**config.mk**
```make
export PLATFORM = sky130hd
export DESIGN_NAME = pong_ctrl_2p
export DESIGN_NICKNAME = d
export VERILOG_FILES = /design/src/rtl/pong_ctrl_2p.sv
export SDC_FILE = /design/constraint.sdc
export NUM_CORES = 1
export LEC_CHECK = 0
export BUFFER_PORTS_ARGS = -buffer_cell sky130_fd_sc_hd__buf_2
export CAP_MARGIN = 20
export CORE_AREA = 2 2 86 88
export DETAILED_ROUTE_END_ITERATION = 12
export DIE_AREA = 0 0 88 90
export GPL_ROUTABILITY_DRIVEN = 0
export PLACE_DENSITY = 0.55
export SETUP_SLACK_MARGIN = 0.02
export SLEW_MARGIN = 25
export SYNTH_ARGS = -nofsm -noshare
export SYNTH_HDL_FRONTEND = slang
export SYNTH_SLANG_ARGS = --single-unit
```
**constraint.sdc**
```tcl
create_clock -name i_clk -period 2.83 [get_ports i_clk]
set_input_delay 0.1415 -clock i_clk [delete_from_list [all_inputs] [get_ports i_clk]]
set_output_delay 0.1415 -clock i_clk [all_outputs]
set_load 0.01 [all_outputs]
```
**src/rtl/pong_ctrl_2p.sv**
```systemverilog
// Control FSM for a one/two-player LED-bar pong game. Synchronizes the button and
// ball-step inputs, moves a one-hot ball and drives the score/timer counter controls.
module pong_ctrl_2p #(
    parameter int LED_W       = 16,
    parameter int SYNC_STAGES = 2
) (
    input  logic             i_clk,
    input  logic             i_rst,
    input  logic             i_start,
    input  logic             i_mode,
    input  logic             i_p1_btn,
    input  logic             i_p2_btn,
    input  logic             i_clk_out,
    input  logic             i_t5_out,
    input  logic             i_winner,
    output logic             o_t5_en,
    output logic             o_t5_rst,
    output logic             o_t20_en,
    output logic             o_t20_rst,
    output logic             o_hit_ld,
    output logic             o_hit_clr,
    output logic             o_lvl_clr,
    output logic             o_p1_ld,
    output logic             o_p1_clr,
    output logic             o_p2_ld,
    output logic             o_p2_clr,
    output logic [LED_W-1:0] o_led,
    output logic [1:0]       o_state
);

    typedef enum logic [1:0] {
        IDLE  = 2'b00,
        SERVE = 2'b01,
        PLAY  = 2'b10,
        OVER  = 2'b11
    } state_t;

    localparam logic [LED_W-1:0] LED_P2  = LED_W'(1);
    localparam logic [LED_W-1:0] LED_P1  = LED_P2 << (LED_W - 1);
    localparam logic [LED_W-1:0] LED_ALL = {LED_W{1'b1}};

    state_t            r_state, w_state_nx;
    logic [LED_W-1:0]  r_led, w_led_nx;
    logic              r_dir, w_dir_nx;          // 1 = toward P1 end (MSB)
    logic              r_serve_p2, w_serve_p2_nx;
    logic              r_game_mode, w_game_mode_nx;
    logic              r_hit_ld, w_hit_ld_nx;
    logic              r_p1_ld, w_p1_ld_nx;
    logic              r_p2_ld, w_p2_ld_nx;
    logic              r_post, w_post_nx;        // cycle after a score strobe drops
    logic              r_t5_rst, w_t5_rst_nx;

    logic [SYNC_STAGES-1:0][4:0] r_sync;
    logic [4:0]        w_sync_s;
    logic              r_start_d, r_clkout_d, r_start_ev, r_step;
    logic              w_start_s, w_mode_s, w_p1_s, w_p2_s, w_clkout_s;

    assign w_sync_s = r_sync[SYNC_STAGES-1];
    assign {w_start_s, w_mode_s, w_p1_s, w_p2_s, w_clkout_s} = w_sync_s;

    // Input synchronizers plus registered edge detectors for Start and Clk_out
    always_ff @(posedge i_clk or posedge i_rst) begin
        if (i_rst) begin
            r_sync     <= '0;
            r_start_d  <= 1'b0;
            r_clkout_d <= 1'b0;
            r_start_ev <= 1'b0;
            r_step     <= 1'b0;
        end else begin
            r_sync[0] <= {i_start, i_mode, i_p1_btn, i_p2_btn, i_clk_out};
            for (int i = 1; i < SYNC_STAGES; i++) begin
                r_sync[i] <= r_sync[i-1];
            end
            r_start_d  <= w_start_s;
            r_clkout_d <= w_clkout_s;
            r_start_ev <= w_start_s & ~r_start_d;
            r_step     <= w_clkout_s & ~r_clkout_d;
        end
    end

    // Game state registers
    always_ff @(posedge i_clk or posedge i_rst) begin
        if (i_rst) begin
            r_state     <= IDLE;
            r_led       <= '0;
            r_dir       <= 1'b0;
            r_serve_p2  <= 1'b0;
            r_game_mode <= 1'b0;
            r_hit_ld    <= 1'b0;
            r_p1_ld     <= 1'b0;
            r_p2_ld     <= 1'b0;
            r_post      <= 1'b0;
            r_t5_rst    <= 1'b0;
        end else begin
            r_state     <= w_state_nx;
            r_led       <= w_led_nx;
            r_dir       <= w_dir_nx;
            r_serve_p2  <= w_serve_p2_nx;
            r_game_mode <= w_game_mode_nx;
            r_hit_ld    <= w_hit_ld_nx;
            r_p1_ld     <= w_p1_ld_nx;
            r_p2_ld     <= w_p2_ld_nx;
            r_post      <= w_post_nx;
            r_t5_rst    <= w_t5_rst_nx;
        end
    end

    // Next-state logic: serve, ball motion, returns, misses and strobes
    always_comb begin
        w_state_nx     = r_state;
        w_led_nx       = r_led;
        w_dir_nx       = r_dir;
        w_serve_p2_nx  = r_serve_p2;
        w_game_mode_nx = r_game_mode;
        w_hit_ld_nx    = r_hit_ld;
        w_p1_ld_nx     = r_p1_ld;
        w_p2_ld_nx     = r_p2_ld;
        w_post_nx      = r_post;
        w_t5_rst_nx    = 1'b0;
        case (r_state)
            IDLE: begin
                w_led_nx    = '0;
                w_hit_ld_nx = 1'b0;
                w_p1_ld_nx  = 1'b0;
                w_p2_ld_nx  = 1'b0;
                w_post_nx   = 1'b0;
                if (r_start_ev) begin
                    w_game_mode_nx = w_mode_s;
                    w_serve_p2_nx  = 1'b0;
                    w_state_nx     = SERVE;
                    w_t5_rst_nx    = 1'b1;
                    w_led_nx       = LED_P1;
                end else begin
                    w_state_nx = IDLE;
                end
            end
            SERVE: begin
                w_led_nx = r_serve_p2 ? LED_P2 : LED_P1;
                if (r_start_ev) begin
                    w_state_nx = IDLE;
                    w_led_nx   = '0;
                end else if (i_t5_out && !r_t5_rst) begin
                    w_state_nx = PLAY;
                    w_dir_nx   = r_serve_p2;
                end else begin
                    w_state_nx = SERVE;
                end
            end
            PLAY: begin
                if (r_start_ev) begin
                    w_state_nx  = IDLE;
                    w_led_nx    = '0;
                    w_hit_ld_nx = 1'b0;
                    w_p1_ld_nx  = 1'b0;
                    w_p2_ld_nx  = 1'b0;
                    w_post_nx   = 1'b0;
                end else if (r_post) begin
                    w_post_nx = 1'b0;
                    if (i_winner) begin
                        w_state_nx = OVER;
                        w_led_nx   = LED_ALL;
                    end else begin
                        w_state_nx  = SERVE;
                        w_t5_rst_nx = 1'b1;
                        w_led_nx    = r_serve_p2 ? LED_P2 : LED_P1;
                    end
                end else if (!r_step) begin
                    w_state_nx = PLAY;
                end else if (r_p1_ld || r_p2_ld) begin
                    w_p1_ld_nx = 1'b0;
                    w_p2_ld_nx = 1'b0;
                    w_post_nx  = 1'b1;
                end else begin
                    w_hit_ld_nx = 1'b0;
                    if (r_led[0] && !r_dir) begin
                        if (!r_game_mode || w_p2_s) begin
                            w_dir_nx = 1'b1;
                            w_led_nx = LED_P2 << 1;
                        end else begin
                            w_p1_ld_nx    = 1'b1;
                            w_led_nx      = '0;
                            w_serve_p2_nx = 1'b1;
                        end
                    end else if (r_led[LED_W-1] && r_dir) begin
                        if (w_p1_s) begin
                            w_dir_nx    = 1'b0;
                            w_led_nx    = LED_P1 >> 1;
                            w_hit_ld_nx = !r_game_mode;
                        end else if (r_game_mode) begin
                            w_p2_ld_nx    = 1'b1;
                            w_led_nx      = '0;
                            w_serve_p2_nx = 1'b0;
                        end else begin
                            w_state_nx = OVER;
                            w_led_nx   = LED_ALL;
                        end
                    end else if (r_dir) begin
                        w_led_nx = r_led << 1;
                    end else begin
                        w_led_nx = r_led >> 1;
                    end
                end
            end
            OVER: begin
                w_led_nx    = LED_ALL;
                w_hit_ld_nx = 1'b0;
                w_p1_ld_nx  = 1'b0;
                w_p2_ld_nx  = 1'b0;
                w_post_nx   = 1'b0;
                if (r_start_ev) begin
                    w_state_nx = IDLE;
                    w_led_nx   = '0;
                end else begin
                    w_state_nx = OVER;
                end
            end
            default: begin
                w_state_nx = IDLE;
                w_led_nx   = '0;
            end
        endcase
    end

    assign o_state   = r_state;
    assign o_led     = r_led;
    assign o_hit_ld  = r_hit_ld;
    assign o_p1_ld   = r_p1_ld;
    assign o_p2_ld   = r_p2_ld;
    assign o_t5_rst  = r_t5_rst;
    assign o_t5_en   = (r_state == SERVE) && !r_t5_rst;
    assign o_t20_en  = (r_state == PLAY) && !r_game_mode;
    assign o_t20_rst = (r_state == IDLE);
    assign o_hit_clr = (r_state == IDLE);
    assign o_lvl_clr = (r_state == IDLE);
    assign o_p1_clr  = (r_state == IDLE);
    assign o_p2_clr  = (r_state == IDLE);

endmodule

```
=== Yosys cells after proc, flatten, opt, wreduce, memory -nomap -nowiden ===
Cells that the tools add are included.

* Bits in registers: 40
* Input bits: 9
* Output and inout port bits: 29
* Word-level logic and storage cells: 160
* Latch bits: 0
* Bits in read-only memories: 0
* Bits in writable memories: 0
* Memories: 0

* Equal/unequal tests: 32
* Div/mod/pow operators: 0
* $lt $le $gt $ge: 0
* Reductions and logical operators: 23
* Bitwise gates (word level): 4
* Multiplexer cells: 85
* Shift-type cells: 0
* $add $sub $neg: 0
* Multiply operators: 0

{| class="wikitable"
|+ Operators with widths
! cell !! number
|-
| 16-bit two-way mux || 14
|-
| 16-bit one-hot mux with 4 select lines || 1
|-
| 1-bit two-way mux || 49
|-
| 4-bit inequality test, second input constant || 8
|-
| 3-bit inequality test, second input constant || 9
|-
| 2-bit two-way mux || 13
|-
| 5-bit inequality test, second input constant || 5
|-
| 10-bit AND reduction || 2
|-
| 1-bit one-hot mux with 2 select lines || 7
|-
| 2-bit inequality test, second input constant || 6
|-
| 5-bit AND reduction || 2
|-
| 2-bit one-hot mux with 4 select lines || 1
|-
| 7-bit AND reduction || 1
|-
| 2-bit nonzero test || 3
|-
| 1-bit logical AND || 5
|-
| 2-bit equality test, second input constant || 2
|-
| 2-bit AND reduction || 2
|-
| 4-bit AND reduction || 1
|-
| 1-bit zero test || 3
|-
| 1-bit bitwise AND || 2
|-
| 2-bit by 1-bit equality test with 1-bit output, second input constant || 1
|-
| 2-bit zero test || 1
|-
| 1-bit logical OR || 2
|-
| 2-bit by 1-bit inequality test with 1-bit output, second input constant || 1
|-
| 2 further kinds || 3
|}

=== Longest topological paths before layout ===
* Depth in word-level cells: 9
* Mapped depth: 7
* Mapped depth without buffers: 6

=== Least setup slack after synthesis ===
OpenSTA, ideal clock, no wires.

* Path kind: register -> register
* From: reg r_state[0] (netlist: o_state[0])
* To: reg r_led[8] (netlist: o_led[8])
* Buffers on the path: 1
* Slack: 993 ps
* Data arrival time: 1,702 ps
* Cell stages (with the launch flop): 7
* Period minus slack after synthesis: 1,837 ps
* Data required time: 2,695 ps
* Library setup time: 135 ps
* Cell sequence: dfrtp_1 ha_1 nor2b_1 or3_1 buf_2 a221oi_1 o31ai_1

* Longest elaborated chain between the ends: 3
* Elaborated cells between the ends (all ways): 8
* Those cells by class: eq/ne (5); mux (1); reduce/logical (2)

{| class="wikitable"
|+ Ends and longest elaborated chain
! element !! RTL line !! source
|-
| start: declaration || 42 || <nowiki>state_t r_state, w_state_nx;</nowiki>
|-
| start signal: assignment || 95 || <nowiki>r_state <= w_state_nx;</nowiki>
|-
| 2-bit equality test || 120 || <nowiki>case (r_state)</nowiki>
|-
| 4-bit inequality test (no source line) || -- ||
|-
| 2-bit AND reduction (no source line) || -- ||
|-
| end signal: assignment || 96 || <nowiki>r_led <= w_led_nx;</nowiki>
|-
| end: declaration || 43 || <nowiki>logic [LED_W-1:0] r_led, w_led_nx;</nowiki>
|}

Parallel ways exist; a longest one is shown, timed or not.
A chain may end at the register's enable or synchronous reset.

=== Worst setup path in the final report ===
* From: reg r_state[0] (netlist: o_state[0])
* To: reg r_led[11] (netlist: o_led[11])

The elaborated chain is that of the path after synthesis.

==> results_dict.tcl <==
set metrics [dict create \
    fin_nets 262 \
    max_freq_ghz 0.454 \
    power.density_nw_per_um2 545 \
    cts_setup_buffers 0 \
    min-delay-path-class "primary input to flip-flop" \
    ys_types 39 \
    pin_count 38 \
    ys_warn_count 0 \
    r2r.worst_path.cells 6 \
    cts_tree "built" \
    cts_buffers 5 \
    hold_end "o_state[1]" \
    worst_slew_pin_slew_ns 0.518 \
    ant_nets 0 \
    critPathCaptureType "flip-flop" \
    critPathSlowestCell "or2_2" \
    dieHeight_um 90 \
    die_x_um 88 \
    grt_pass1_wl_um 8390 \
    antenna_found_initial 0 \
    vias 1745 \
    p_int_uw 946 \
    htree_levels 2 \
    tns_ns 0 \
    wl_um 4920 \
    hp-start "i_t5_out" \
    drv_slew 0 \
    fp.coreArea_um2 7020 \
    port_buffers 37 \
    p_comb_frac 0.172 \
    fin_crit_sh 0.779 \
    ys_seq_elements 40 \
    fp.dieArea_um2 7920 \
    initial_core_util 0.291 \
    overflow 0 \
    netlist_area_um2 2040 \
    holdWs_ns 0.134 \
    syn2layout_area_growth_pct 21.4 \
    setup_viol 0 \
    routed_via_density 5.01 \
    slowest_delay_ns 0.46 \
    insertion_delay_ns 0.29 \
    post_cts_resized 0 \
    drtIter0Drc 175 \
    yosysSeqAreaShare 0.490 \
    drv_cap 0 \
    grtUsageTotal 0.132 \
    postCtsHoldBufs 6 \
    path_max_fanout 15 \
    synth_fp_nets 224 \
    crit_top_cell "or2_2" \
    wire_per_inst_um 14.1 \
    fin_util 0.353 \
    cts.sinks 40 \
    cts.clk_slew.worst_paths_ns 0.09 \
    clockBufferDepth 2 \
    grt_pass1_vias 1673 \
    fin_skew_ns 0.00877 \
    p_seq_frac 0.480 \
    r2r_start "o_state[0]" \
    vdd_drop_max_mv 0.225 \
    startpoint_type "flip-flop" \
    r2r-end "o_led[11]" \
    p_sw_uw 405 \
    outcome "finished, final reports clean" \
    cp.required_ns 3.02 \
    cp_cell_sequence "inv_1, ha_1, or2_2, o211ai_1, or2_2, o31ai_1" \
    num_antenna_cells 0 \
    switching_share 0.299 \
    synth_cells 210 \
    finalPower_uw 1350 \
    holdPathStages 3 \
    dp_cells 334 \
    finalHoldViolations 0 \
    path_class "flip-flop to flip-flop" \
    max-slew-margin-rel 0.655 \
    finalCriticalPeriod_ns 2.20 \
    stdcell_count 348 \
    critical_path_arrival_ns 2.40 \
    clock_power_share 0.348 \
    leakagePower_uw 0.00108 \
    drcViolationCount 0 \
    syn_avg_cell_area_um2 9.72 \
    dr.pass1.iters 4 \
    row_count 31 \
    hpwlAfterDp_um 3400 \
    rsz0062_at_grt "no" \
    drive_gt1_frac 0.229 \
    ff2ff_setup_slack_ns 0.63 \
    grt_max_degree 41 \
    root_buffer "clkbuf_8" \
]
## power by group through the flow
stage / registers [uW] / logic [uW] / clock network, uW
finish: 648 / 232 / 470
global route: 655 / 262 / 520
CTS: 648 / 236 / 485
detailed placement: 660 / 228 / 0
global placement: 659 / 228 / 0
floorplan: 639 / 182 / 0
## worst max path at each step
stage                           from         to  cells past startpoint
after detailed placement  o_state[0]  o_led[11]                      6
final                     o_state[0]  o_led[11]                      6
after floorplan           o_state[0]   o_led[8]                      6
after CTS                 o_state[0]  o_led[11]                      6
after global routing      o_state[0]   o_led[7]                      6
after global placement    o_state[0]  o_led[13]                      6
## state kept, by name, indices dropped and copies added, names as in the netlist, 2 cells and up
| signal | count |
|---|---|
| w_sync_s | 5 |
| r_sync | 5 |
| o_state | 2 |
| o_led | 16 |
## routing by layer
metal  GRT usage  wire length, um  vias to the layer above
met4      0.0385               50                        0
met1       0.182             2370                      855
met5           0                0                        -
li1            -                -                      843
met2       0.208             2330                       43
met3      0.0285              172                        4
## placed cells by master (no fill, tap or decap), types with 2 or more instances in the layout
cell type / instances
dfrtp_1: 40
buf_2: 37
nand2_1: 26
nor2_1: 16
o31ai_1: 15
inv_1: 9
nor2b_1: 8
nor3_1: 7
a221oi_1: 7
nand2b_1: 6
a211oi_1: 6
dlygate4sd3_1: 6
a21oi_1: 5
ha_1: 5
clkbuf_8: 5
a21o_1: 4
o21ai_0: 4
buf_4: 4
or2_2: 3
o22ai_1: 3
a31oi_1: 3
o211ai_1: 2
a2111oi_0: 2
a32o_1: 2
nand3_1: 2
mux2_2: 2
a211o_1: 2
a21boi_0: 2
## worst max-delay path: cells and delay by family, from the launching register on
| family | cells | cell delay [ns] |
|---|---|---|
| buffers and inverters | 1 | 0.13 |
| adder cells (fa/ha/maj) | 1 | 0.45 |
| AO/OA/AOI/OAI | 2 | 0.44 |
| flip-flops | 1 | 0.43 |
| AND/OR/NAND/NOR | 2 | 0.65 |
## synthesized netlist by cell type, drive strengths merged
cell     instances  area, um^2
a221oi           7        61.3
a32o             2        20.0
a22oi            1        7.51
o211ai           2        15.0
a21boi           2        15.0
ha               5        62.6
o21a             1        7.51
o41ai            1        8.76
o22ai            3        18.8
nand2           26        97.6
a311oi           1        8.76
o21ai            4        20.0
nor3             7        35.0
o221ai           1        8.76
a21o             4        30.0
or2              3        18.8
a31oi            3        18.8
a211o            2        17.5
o31ai           15         113
o22a             1        8.76
nand3            2        10.0
o311ai           1        8.76
nand4            1        6.26
dfrtp           40        1000
nor2b            8        50.1
nor2            16        60.1
a211oi           7        52.6
or3              1        6.26
or4b             1        13.8
buf              7        45.0
a2111oi          2        17.5
clkbuf           9        33.8
inv              9        33.8
nand4bb          1        11.3
mux2             2        22.5
a21oi            5        25.0
nand2b           6        37.5
and4bb           1        12.5
## cells by family after synthesis
group | after synthesis | share of synthesized area
flip-flops | 40 | 0.490
adder cells (fa/ha/maj) | 5 | 0.0307
multiplexers | 2 | 0.0110
AND/OR/NAND/NOR | 73 | 0.176
AO/OA/AOI/OAI | 65 | 0.237
buffers and inverters | 25 | 0.0552
## per-stage QoR
step	setup slack (ns)	cell area, um^2
after CTS	0.631	2480
final	0.627	2480
after floorplan	0.993	2040
after global routing	0.431	2480
after detailed placement	0.658	2310
after global placement	0.764	2310
## area by class of cell
class	instances	area, um^2
timing repair buffer	47	275
sequential	40	1000
tap	99	124
multi-input combinational	145	932
clock inverter	3	42.5
fill	713	4540
clock buffer	5	68.8
inverter	9	33.8
Note: power is estimated with default switching activity, not from simulation.
